File: config.mk
export PLATFORM = sky130hd
export DESIGN_NAME = ika9958_cen_gen
export DESIGN_NICKNAME = d
export VERILOG_FILES = /design/src/rtl/ika9958_pkg.sv /design/src/rtl/ika9958_genlock_sync.sv /design/src/rtl/ika9958_cen_gen.sv
export SDC_FILE = /design/constraint.sdc
export NUM_CORES = 1
export LEC_CHECK = 0
export BUFFER_PORTS_ARGS = -buffer_cell sky130_fd_sc_hd__buf_2
export CAP_MARGIN = 40
export CORE_ASPECT_RATIO = 0.8
export CORE_MARGIN = 10
export CORE_UTILIZATION = 54
export CTS_CLUSTER_DIAMETER = 50
export CTS_CLUSTER_SIZE = 16
export DETAILED_ROUTE_END_ITERATION = 10
export PLACE_DENSITY = 0.83
export REMOVE_ABC_BUFFERS = 1
export SYNTH_ARGS = -nofsm -noshare
export SYNTH_HDL_FRONTEND = slang
export SYNTH_SLANG_ARGS = --single-unit
export TNS_END_PERCENT = 5
File: constraint.sdc
create_clock -name i_XTAL1 -period 2.5 [get_ports i_XTAL1]
set_clock_uncertainty 0.05 [all_clocks]
set_input_delay 0.125 -clock i_XTAL1 [delete_from_list [all_inputs] [get_ports i_XTAL1]]
set_output_delay 0.125 -clock i_XTAL1 [all_outputs]
set_load 0.01 [all_outputs]
File: src/rtl/ika9958_pkg.sv
// Shared types for the IKA9958 clock tree: genlock state encoding and
// the width of the lock match counter.
package IKA9958_pkg;

  typedef enum logic [1:0] {
    FREE   = 2'd0,
    ACQ    = 2'd1,
    LOCKED = 2'd2
  } lock_st_t;

  localparam int MC_W = 4;

endpackage

File: src/rtl/ika9958_genlock_sync.sv
// Three-stage tick-sampled synchroniser for the external DLCLK pin with
// falling-edge detect on the two oldest stages.
module ika9958_genlock_sync (
  input  logic clk,
  input  logic rst_n,
  input  logic tick,
  input  logic i_DLCLK_n,
  input  logic enable,
  output logic o_edge
);

  // sync_q[0] is s1 (newest sample), sync_q[2] is s3 (oldest)
  logic [2:0] sync_q, sync_d;

  always_comb begin
    sync_d = sync_q;
    if (tick) sync_d = {sync_q[1:0], i_DLCLK_n};
  end

  // NOTE: clocked state is written only with non-blocking assignments so every
  // flop samples its inputs from before the edge, independent of block order.
  always_ff @(posedge clk or negedge rst_n) begin
    if (!rst_n) sync_q <= 3'b111;
    else        sync_q <= sync_d;
  end

  assign o_edge = sync_q[2] & ~sync_q[1] & enable;

endmodule

File: src/rtl/ika9958_cen_gen.sv
// Clock-enable generator: binary phase counter with per-tap rise/fall enables,
// DHCLK/DLCLK open-drain drivers and a genlock FSM with watchdog.
module ika9958_cen_gen
  import IKA9958_pkg::*;
#(
  parameter int CM         = 0,
  parameter int NTAP       = 2,
  parameter int LOCK_PHASE = 3,
  parameter int LOCK_CNT   = 4
) (
  input  logic            i_XTAL1,
  input  logic            i_RST_n,
  input  logic            i_XTAL_NCEN,
  input  logic            i_DLCLK_n,
  input  logic            i_GENLOCK_EN,
  output logic [NTAP-1:0] o_PCEN,
  output logic [NTAP-1:0] o_NCEN,
  output logic [NTAP-1:0] o_CLKLVL,
  output logic            o_DHCLK_n,
  output logic            o_DLCLK_n,
  output logic            o_LOCKED,
  output logic            o_LOCK_ERR
);

  localparam int              WDW     = NTAP + 2;
  localparam logic [NTAP-1:0] PH_LOCK = NTAP'(LOCK_PHASE);
  localparam logic [NTAP-1:0] PH_CORR = NTAP'(LOCK_PHASE + 1);
  localparam logic [WDW-1:0]  WD_TO   = WDW'(1) << (NTAP + 1);
  localparam logic [MC_W-1:0] MC_LOCK = MC_W'(LOCK_CNT);

  logic tick;
  assign tick = (CM == 0) ? 1'b1 : i_XTAL_NCEN;

  logic sync_edge;

  ika9958_genlock_sync u_sync (
    .clk       (i_XTAL1),
    .rst_n     (i_RST_n),
    .tick      (tick),
    .i_DLCLK_n (i_DLCLK_n),
    .enable    (i_GENLOCK_EN),
    .o_edge    (sync_edge)
  );

  logic [NTAP-1:0] cnt_q, cnt_d;
  logic [WDW-1:0]  wd_q, wd_d;
  logic [MC_W-1:0] mc_q, mc_d;
  lock_st_t        st_q, st_d;
  logic            locked_q, locked_d;
  logic            lock_err_q, lock_err_d;

  logic            dl_edge, in_phase, corr, timeout;
  logic [WDW-1:0]  wd_inc;
  logic [NTAP-1:0] pcen_raw, ncen_raw;

  // NOTE: every signal written here gets a default before any branch, so no
  // path leaves a value unassigned and no latch is inferred.
  always_comb begin
    dl_edge  = sync_edge & tick;
    in_phase = (cnt_q == PH_LOCK);
    corr     = dl_edge & ~in_phase;
    wd_inc   = wd_q + 1'b1;
    timeout  = tick & ~dl_edge & (wd_inc == WD_TO);

    cnt_d = cnt_q;
    if (tick) cnt_d = corr ? PH_CORR : cnt_q + 1'b1;

    wd_d = wd_q;
    if (tick) wd_d = dl_edge ? '0 : wd_inc;

    st_d       = st_q;
    mc_d       = mc_q;
    lock_err_d = 1'b0;
    if (!i_GENLOCK_EN) begin
      st_d = FREE;
      mc_d = '0;
      wd_d = '0;
    end else if (dl_edge) begin
      case (st_q)
        FREE: begin
          st_d = ACQ;
          mc_d = in_phase ? MC_W'(1) : '0;
        end
        ACQ: begin
          if (in_phase) begin
            mc_d = mc_q + 1'b1;
            if (mc_d >= MC_LOCK) st_d = LOCKED;
          end else begin
            mc_d = '0;
          end
        end
        LOCKED: begin
          if (!in_phase) begin
            st_d       = ACQ;
            mc_d       = '0;
            lock_err_d = 1'b1;
          end
        end
        default: st_d = FREE;
      endcase
    end else if (timeout && st_q != FREE) begin
      // Watchdog drops lock but leaves the counter phase alone
      st_d       = FREE;
      mc_d       = '0;
      lock_err_d = (st_q == LOCKED);
    end

    locked_d = (st_d == LOCKED);
  end

  always_comb begin
    logic run;
    run      = tick;
    pcen_raw = '0;
    ncen_raw = '0;
    for (int k = 0; k < NTAP; k++) begin
      pcen_raw[k] = run & ~cnt_q[k];
      ncen_raw[k] = run & cnt_q[k];
      run         = run & cnt_q[k];
    end
  end

  always_ff @(posedge i_XTAL1 or negedge i_RST_n) begin
    if (!i_RST_n) begin
      cnt_q      <= '0;
      wd_q       <= '0;
      mc_q       <= '0;
      st_q       <= FREE;
      locked_q   <= 1'b0;
      lock_err_q <= 1'b0;
    end else begin
      cnt_q      <= cnt_d;
      wd_q       <= wd_d;
      mc_q       <= mc_d;
      st_q       <= st_d;
      locked_q   <= locked_d;
      lock_err_q <= lock_err_d;
    end
  end

  // Enables vanish on a phase-correction tick and throughout reset
  assign o_PCEN     = pcen_raw & {NTAP{i_RST_n & ~corr}};
  assign o_NCEN     = ncen_raw & {NTAP{i_RST_n & ~corr}};
  assign o_CLKLVL   = cnt_q;
  assign o_DHCLK_n  = ~cnt_q[0];
  assign o_DLCLK_n  = ~cnt_q[NTAP-1] | i_GENLOCK_EN;
  assign o_LOCKED   = locked_q;
  assign o_LOCK_ERR = lock_err_q;

endmodule

==> results.yml, run 1 <==
worst_setup_path:
  crit_slowest_cell: "or4_4"
  critical_path_class: "flip-flop to flip-flop"
  crit_chain: "inv_1 -> ha_1 -> nand2b_1 -> o41a_1 -> or4_4 -> o211ai_2"
  path_max_fanout: 8
  cp.required_ns: 2.67
  end_kind: "flip-flop"
  crit_family: "simple AND/OR/NAND/NOR gates"
  critPathLaunchType: "flip-flop"
  critical_path.max_stage_delay_ns: 0.55
  critical_path_buf_inv_count: 1
  cp_data_arrival_time_ns: 2.28
cells_and_area:
  final_util_pct: 65.8
  syn_to_final_growth_pct: 13.7
  drive_gt1_share_pct: 19.7
  n_antenna_cell: 0
  nets: 132
  design_area_um2: 1090
  fin_cells: 139
sta:
  fin_crit_ns: 2.10
  setup_viol: 0
  rsz0062_at_grt: "false"
  slew_headroom_pct: 71.0
  worstMarginPinSlew_ns: 0.432
  max_freq_ghz: 0.475
  setup_tns_ns: 0
  hold_viol: 0
  finalCritPeriodShare_pct: 84.2
  drv_slew: 0
floorplanning:
  io_pins: 15
  die-area_um2: 3870
  fp.dieH_um: 57.7
  coreArea_um2: 1660
  core.rowCount: 13
  initial_core_util_pct: 57.8
  die_w_um: 67.1
hold_path:
  hold_path.class: "input port to flip-flop"
yosys:
  yosysWarningCount: 0
  syn_area_um2: 960
  yosys.area.top_type: "dfrtp_1"
  synth_cells: 100
  yosysUniqueCellTypes: 33
  netlist.area_leader.share_pct: 36.5
  yosys-top-cells-area: "dfrtp_1, ha_1, dfstp_2"
  ys_seq_area_share_pct: 44.7
  yosys_register_bits: 17
  syn-mean-instance-area_um2: 9.60
place:
  dp.cells: 133
  place.gp.congestion: 0.870
  placed_area_um2: 1040
  dp_hpwl_um: 1320
  numPortBuffers: 13
global_routing:
  grtUsageMet3_pct: 5.37
  antenna_found_initial: 0
  gr-usage-met1_pct: 12.4
  grt_pass1_wl_um: 3080
  grt_pass1_vias: 702
  gr-total-overflow: 0
  grt_max_degree: 20
  met2_usage_pct: 14.1
  grtUsageTotal_pct: 10.2
  busiest_layer: "met2"
detailed_routing:
  drt_iter0_markers: 28
  ant_nets: 0
  drcViolationCount: 0
  via_per_inst: 5.34
  wl_um: 1720
  drt_first_pass_iters: 4
  avgRoutedWirePerCell_um: 12.4
  vias: 742
run_status:
  status: "complete, no violations"
clock_tree:
  cts_buffer_depth: 2
  cts-htree-levels: 1
  cts_inserted_buffers: 3
  cts_setup_buffers: 0
  clkSinkCount: 17
  clock_latency_ns: 0.29
  clock-root-buffer: "clkbuf_4"
  cts_tree: "yes"
  path_clk_slew_ns: 0.10
power:
  power_density_nw_per_um2: 589
  switching_share_pct: 32.7
  irDropWorstVdd_v: 0.000435
  p_switching_uw: 210
  leakage_nw: 0.536
  p_comb_share_pct: 27.0
  internal_power_uw: 432
  total_power_uw: 642
  clkPwrFrac_pct: 22.5
  seq_power_share_pct: 50.5
flow_run:
  maxCapViolCount: 0
-- placed cells by master (no fill, tap or decap), types with 2 or more instances in the layout --
cell type / Yosys / routed
buf_2: 1 / 13
dfstp_2: 3 / 3
nand3_1: 5 / 5
o21a_1: 2 / 2
nand2_1: 9 / 9
nor2_1: 8 / 8
and2_1: 4 / 4
clkbuf_4: 0 / 3
and3_1: 2 / 2
dlygate4sd3_1: 0 / 2
inv_1: 8 / 8
nand2b_1: 3 / 3
ha_1: 9 / 9
a21oi_1: 5 / 5
o21ai_0: 4 / 4
xor2_1: 2 / 2
nor3_1: 4 / 4
dfrtp_1: 14 / 14
-- registers in the layout (all words and copies together), names as in the netlist --
| register | cells |
|---|---|
| o_LOCK_ERR | 1 |
| o_LOCKED | 1 |
| st_q | 2 |
| mc_q | 4 |
| o_CLKLVL | 2 |
| u_sync.sync_q | 3 |
| wd_q | 4 |
-- per-layer routing --
metal  part of all wire (%)  up-vias
met2                     42       20
met3                    9.1        4
met5                      0        -
met4                    2.0        0
met1                     47      333
li1                       -      385
-- kinds of logic after synthesis --
group	synth area share, %
compound gates	15.4
xor+xnor	1.83
fa+ha+maj	11.7
buf+inv	4.04
flops	44.7
simple gates	22.3
-- final cells by class --
| class | instances | area [um^2] |
|---|---|---|
| Timing Repair Buffer | 15 | 85.1 |
| Tap cell | 22 | 27.5 |
| Multi-Input combinational cell | 73 | 492 |
| Inverter | 8 | 30.0 |
| Sequential cell | 17 | 429 |
| Clock buffer | 3 | 22.5 |
| Fill cell | 150 | 568 |
| Clock inverter | 1 | 5.00 |
-- path summary, 6_finish.rpt --
kind,start,end,slack (ns),cells after the start
max in group asynchronous,i_RST_n,u_sync.sync_q[1],1.85,2
setup reg to reg,st_q[0],mc_q[3],0.40,6
min in group asynchronous,i_RST_n,mc_q[3],0.23,2
hold / removal,i_GENLOCK_EN,o_LOCK_ERR,0.07,3
hold reg to reg,u_sync.sync_q[0],u_sync.sync_q[1],0.31,0
setup / recovery,st_q[0],mc_q[3],0.40,6
-- cell usage after synthesis, drive strengths merged --
cell,n
or4,1
nand2,9
a2bb2oi,1
o311ai,1
o21a,2
nor3,4
o41a,1
and2b,1
and3b,1
dfrtp,14
o21ai,4
and3,2
and2,4
dfstp,3
o41ai,1
a21boi,1
xor2,2
nor2b,1
o211ai,2
a21o,1
a21oi,5
nand2b,3
nand4,1
nor2,8
o31ai,1
inv,8
nor4,1
a211oi,1
ha,9
buf,1
clkbuf,1
nand3,5
-- per-stage QoR --
| stage | setup slack [ns] | hold slack (ns) |
|---|---|---|
| 2_1_floorplan | 0.561 | -0.221 |
| 3_3_place_gp | 0.447 | 0.0165 |
| 3_5_place_dp | 0.418 | 0.0238 |
| 4_1_cts | 0.401 | 0.0615 |
| 5_1_grt | 0.281 | 0.0652 |
| 6_report | 0.395 | 0.0744 |
-- worst reg2reg max path: cells and delay by family, from the launching register on --
kind,cells,cell delay [ns]
AOI/OAI and AO/OA,2,0.50
adders and majority gates,1,0.23
buffers and inverters,1,0.11
DFF,1,0.43
and+or+nand+nor,2,0.71
-- power by group through the flow --
stage                     logic [mW]  registers, mW  clock network, mW
after global placement         0.172          0.328                  0
after global routing           0.198          0.330              0.167
after floorplan               0.0990          0.334                  0
final                          0.173          0.325              0.145
after CTS                      0.178          0.325              0.155
after detailed placement       0.175          0.330                  0
-- timing repair --
item | CTS | global route
hold endpoints to repair | 15 | 0
gates resized for setup | 0 | 0
hold buffers | 2 | 0
Power figures use the tool's default switching activity.
==> inputs of run 2 (changes only) <==
Clock period 2.5 ns to 2.1 ns, I/O delays scaled along.
==> run 2 against run 1 <==
- final cell count increased by 2.9%
- flip-flop and latch count unchanged
- non-clock buffer count increased by 4
- cell area increased by 2.9%
- utilization increased by 1.9 points
==> results.yml, run 2 (synthesis results as in run 1) <==
run_status:
  status: "complete, no violations"
power:
  clkPwrFrac_pct: 22.3
  p_switching_uw: 266
  irDropWorstVdd_v: 0.000438
  seq_power_share_pct: 48.6
  leakage_nw: 0.554
  internal_power_uw: 527
  switching_share_pct: 33.6
  power_density_nw_per_um2: 707
  p_comb_share_pct: 29.1
place:
  place.gp.congestion: 0.887
  dp_slack_ns: 0.118
  placed_area_um2: 1070
  numPortBuffers: 13
  dp_hpwl_um: 1560
cells_and_area:
  drive_gt1_share_pct: 23.1
  nets: 136
  final_util_pct: 67.6
  top_regs: "mc_q x4, wd_q x4, u_sync.sync_q x3"
  design_area_um2: 1120
  syn_to_final_growth_pct: 16.9
  n_antenna_cell: 0
  final_cell_mix: "buf_2, dfrtp_1, nand2_1, ha_1"
worst_setup_path:
  end_kind: "flip-flop"
  cp_data_arrival_time_ns: 2.16
  critPathLaunchType: "flip-flop"
  critical_path.max_stage_delay_ns: 0.52
  path_max_fanout: 4
  crit_family: "simple AND/OR/NAND/NOR gates"
  crit_slowest_cell: "or4_4"
  cp.required_ns: 2.27
  critical_path_buf_inv_count: 0
  critical_path_class: "flip-flop to flip-flop"
  crit_chain: "ha_1 -> xor2_1 -> o41a_1 -> or4_4 -> o211ai_2"
global_routing:
  grt_pass1_vias: 724
  gr-total-overflow: 0
  antenna_found_initial: 0
  grtUsageTotal_pct: 11.4
  grt_pass1_wl_um: 3510
  grt_max_degree: 20
floorplanning:
  coreArea_um2: 1660
  fp.dieH_um: 57.7
  die-area_um2: 3870
  io_pins: 15
  initial_core_util_pct: 57.8
  die_w_um: 67.1
  core.rowCount: 13
sta:
  worstMarginPinSlew_ns: 0.433
  max_freq_ghz: 0.503
  setup_viol: 0
  setup_ws_ns: 0.113
  slew_headroom_pct: 70.9
  fin_crit_ns: 1.99
  setup_tns_ns: 0
  rsz0062_at_grt: "false"
  drv_slew: 0
  finalCritPeriodShare_pct: 94.6
  hold_viol: 0
hold_path:
  hold_path.class: "input port to flip-flop"
detailed_routing:
  ant_nets: 0
  avgRoutedWirePerCell_um: 14.2
  drcViolationCount: 0
  drt_first_pass_iters: 4
  wl_um: 2030
  drt_iter0_markers: 8
  vias: 784
  via_per_inst: 5.48
clock_tree:
  clkSinkCount: 17
  cts_buffer_depth: 2
  path_clk_slew_ns: 0.11
  clock_latency_ns: 0.30
  cts_tree: "yes"
  cts-htree-levels: 1
  clock-root-buffer: "clkbuf_4"
  cts_inserted_buffers: 3
flow_run:
  maxCapViolCount: 0
==> run 2: cell count changes in the layout (fill, tap and decap cells not counted) <==
cell	previous run	this run
buf_4	0	4
dfrtp_1	14	13
dfrtp_2	0	1
==> run 2: worst paths after layout <==
| kind | start | end | slack [ns] | cells after the start |
|---|---|---|---|---|
| hold / removal | i_GENLOCK_EN | o_LOCK_ERR | 0.05 | 3 |
| hold reg to reg | u_sync.sync_q[0] | u_sync.sync_q[1] | 0.31 | 0 |
| setup / recovery | wd_q[0] | mc_q[3] | 0.11 | 5 |
| setup reg to reg | wd_q[0] | mc_q[3] | 0.11 | 5 |
| min in group asynchronous | i_RST_n | wd_q[3] | 0.20 | 2 |
| max in group asynchronous | i_RST_n | u_sync.sync_q[2] | 1.48 | 2 |
==> run 2: cell type report <==
class / instances / area (um^2)
inverters: 8 / 30.0
clock buffers: 3 / 22.5
multi-input cells: 73 / 492
fillers: 152 / 537
clock inverters: 1 / 5.00
well taps: 22 / 27.5
repair buffers: 19 / 115
flip-flops and latches: 17 / 430
==> run 2: metrics by stage <==
| step | cells | power [mW] | hold WS (ns) |
|---|---|---|---|
| floorplan | 98 | 0.515 | -0.241 |
| global placement | 136 | 0.611 | -0.00246 |
| detailed placement | 136 | 0.623 | 0.00308 |
| CTS | 142 | 0.805 | 0.0448 |
| global route | 143 | 0.860 | 0.0494 |
| finish | 143 | 0.794 | 0.0527 |
==> run 2: metal layers <==
| layer | GRT usage, % | part of all wire [%] |
|---|---|---|
| met1 | 14.2 | 43 |
| met4 | 5.56 | 3.1 |
| met5 | 0 | 0 |
| met2 | 16.4 | 45 |
| met3 | 5.18 | 9.0 |
==> run 2: repair_timing <==
item,4_1_cts,5_1_grt
hold buffers,2,0
setup endpoints to repair,0,2
setup buffers,0,1
endpoints found under the hold margin,18,0
resized for setup,0,1
==> run 2: power by group through the flow <==
stage	logic, mW	clock network, mW	registers [mW]
final	0.231	0.177	0.386
after global placement	0.219	0	0.391
after global routing	0.265	0.202	0.393
after detailed placement	0.229	0	0.394
after CTS	0.232	0.185	0.388
after floorplan	0.118	0	0.397
==> run 2: worst reg2reg max path, delay by kind of cell (launching register included) <==
family / cells / cell delay (ns)
simple gates: 1 / 0.52
compound gates: 2 / 0.48
flops: 1 / 0.44
fa+ha+maj: 1 / 0.23
xor+xnor: 1 / 0.19
==> inputs of run 3 (changes only) <==
Settings changed: CELL_PAD_IN_SITES_DETAIL_PLACEMENT set to 1, CELL_PAD_IN_SITES_GLOBAL_PLACEMENT set to 2, CORE_MARGIN 10 to 4, CORE_UTILIZATION 54 to 34.
==> run 3 against run 2 <==
- clock power is 3% lower
- cell area is 1.3% higher
- sequential power hardly changed
- utilization is 23 points lower
- combinational power is 2% lower
- setup slack worse by 0.020 ns
- wire length is 6.4% higher
- power is 1.1% lower
- clock-buffer cell count is 1 higher
- first-iteration DRC count grew to 2.8 times the previous value
- global-route usage is 1.6 points higher
- maximum frequency is 1.0% lower
- critical endpoint unchanged
- largest power group unchanged
==> results.yml, run 3 (synthesis results as in run 1) <==
floorplanning:
  io_pins: 15
  coreArea_um2: 2560
  die_w_um: 67.4
  initial_core_util_pct: 37.5
  core.rowCount: 16
  die-area_um2: 3740
  fp.dieH_um: 55.5
detailed_routing:
  drt_first_pass_iters: 4
  wl_um: 2160
  drt_iter0_markers: 22
  drcViolationCount: 0
  ant_nets: 0
  avgRoutedWirePerCell_um: 13.8
  vias: 789
  via_per_inst: 5.03
clock_tree:
  clock_latency_ns: 0.29
  cts_inserted_buffers: 3
  cts.repair.resized: 0
  cts-htree-levels: 1
  cts_buffer_depth: 2
  clock-root-buffer: "clkbuf_4"
  clkSinkCount: 17
  path_clk_slew_ns: 0.10
  cts_tree: "yes"
sta:
  rsz0062_at_grt: "false"
  hold_viol: 0
  slew_headroom_pct: 67.6
  setup_tns_ns: 0
  worstMarginPinSlew_ns: 0.483
  drv_slew: 0
  setup_ws_ns: 0.0925
  max_freq_ghz: 0.498
  fin_crit_ns: 2.01
  setup_viol: 0
  finalCritPeriodShare_pct: 95.6
worst_setup_path:
  critical_path_buf_inv_count: 0
  path_max_fanout: 4
  critical_path_class: "flip-flop to flip-flop"
  critPathLaunchType: "flip-flop"
  crit_family: "simple AND/OR/NAND/NOR gates"
  cp.required_ns: 2.26
  cp_data_arrival_time_ns: 2.17
  crit_chain: "ha_1 -> xor2_1 -> o41a_1 -> or4_4 -> o211ai_2"
  end_kind: "flip-flop"
  critical_path.max_stage_delay_ns: 0.53
  crit_slowest_cell: "or4_4"
global_routing:
  grtUsageTotal_pct: 13.1
  grt_pass1_wl_um: 3790
  grt_pass1_vias: 816
  gr-total-overflow: 0
  grt_max_degree: 20
  antenna_found_initial: 0
power:
  irDropWorstVdd_v: 0.000346
  power_density_nw_per_um2: 691
  total_power_uw: 785
  leakage_nw: 0.553
cells_and_area:
  design_area_um2: 1140
  fillCellCount: 320
  top_regs: "mc_q x4, wd_q x4, u_sync.sync_q x3"
  final_cell_mix: "dfrtp_1, buf_2, nand2_1, ha_1"
  syn_to_final_growth_pct: 18.5
  n_antenna_cell: 0
  drive_gt1_share_pct: 21.5
  mostFrequentLayoutCell: "dfrtp_1"
  nets: 136
hold_path:
  hold_path.class: "input port to flip-flop"
place:
  dp_slack_ns: 0.117
  place.gp.congestion: 0.717
  numPortBuffers: 13
  dp_hpwl_um: 1770
  placed_area_um2: 1090
run_status:
  status: "complete, no violations"
flow_run:
  maxCapViolCount: 0
run 3: power breakdown:
part           internal, mW  switching [mW]  total, mW  leakage (nW)
sequential            0.357          0.0307      0.387         0.221
clock                0.0737          0.0977      0.171        0.0150
combinational        0.0985           0.128      0.227         0.317
run 3: timing repair:
| action | in CTS | in global routing |
|---|---|---|
| setup buffers | 0 | 0 |
| hold buffers | 2 | 0 |
| setup endpoints to repair | 0 | 0 |
| endpoints found under the hold margin | 15 | 0 |
run 3: per-stage QoR:
step	cells	utilization (%)	hold slack, ns
2_1_floorplan	98	-	-0.241
3_3_place_gp	151	42.6	0.00846
3_5_place_dp	151	42.6	0.0161
4_1_cts	157	44.4	0.0564
5_1_grt	157	44.4	0.0674
6_report	157	44.4	0.0593
run 3: path summary, 6_finish.rpt:
kind | startpoint | end | slack [ns] | cells after the start
max in group asynchronous | i_RST_n | u_sync.sync_q[0] | 1.44 | 2
min in group asynchronous | i_RST_n | wd_q[0] | 0.22 | 2
worst max-delay path | wd_q[0] | mc_q[3] | 0.09 | 5
worst min-delay path | i_GENLOCK_EN | o_LOCK_ERR | 0.06 | 3
worst max register to register | wd_q[0] | mc_q[3] | 0.09 | 5
worst min register to register | u_sync.sync_q[0] | u_sync.sync_q[1] | 0.31 | 0
run 3: layout make-up:
type | count | area (um^2) | share of cell area (%)
inverters | 8 | 30.0 | 2.64
flip-flops and latches | 17 | 429 | 37.7
well taps | 36 | 45.0 | 3.96
clock buffers | 4 | 26.3 | 2.31
multi-input cells | 73 | 492 | 43.2
repair buffers | 19 | 115 | 10.1
run 3: layer usage:
metal	vias up	GRT usage, %	wire length, um
met5	-	0	0
met4	0	2.02	19
met3	2	4.67	80
met2	11	20.2	1040
met1	385	17.8	1030
li1	391	-	-
run 3: worst reg2reg max path, cell delays in order, from the launching register on:
cell and delay, ns:
dfrtp_1 0.44, ha_1 0.23, xor2_1 0.19, o41a_1 0.42, or4_4 0.53, o211ai_2 0.08
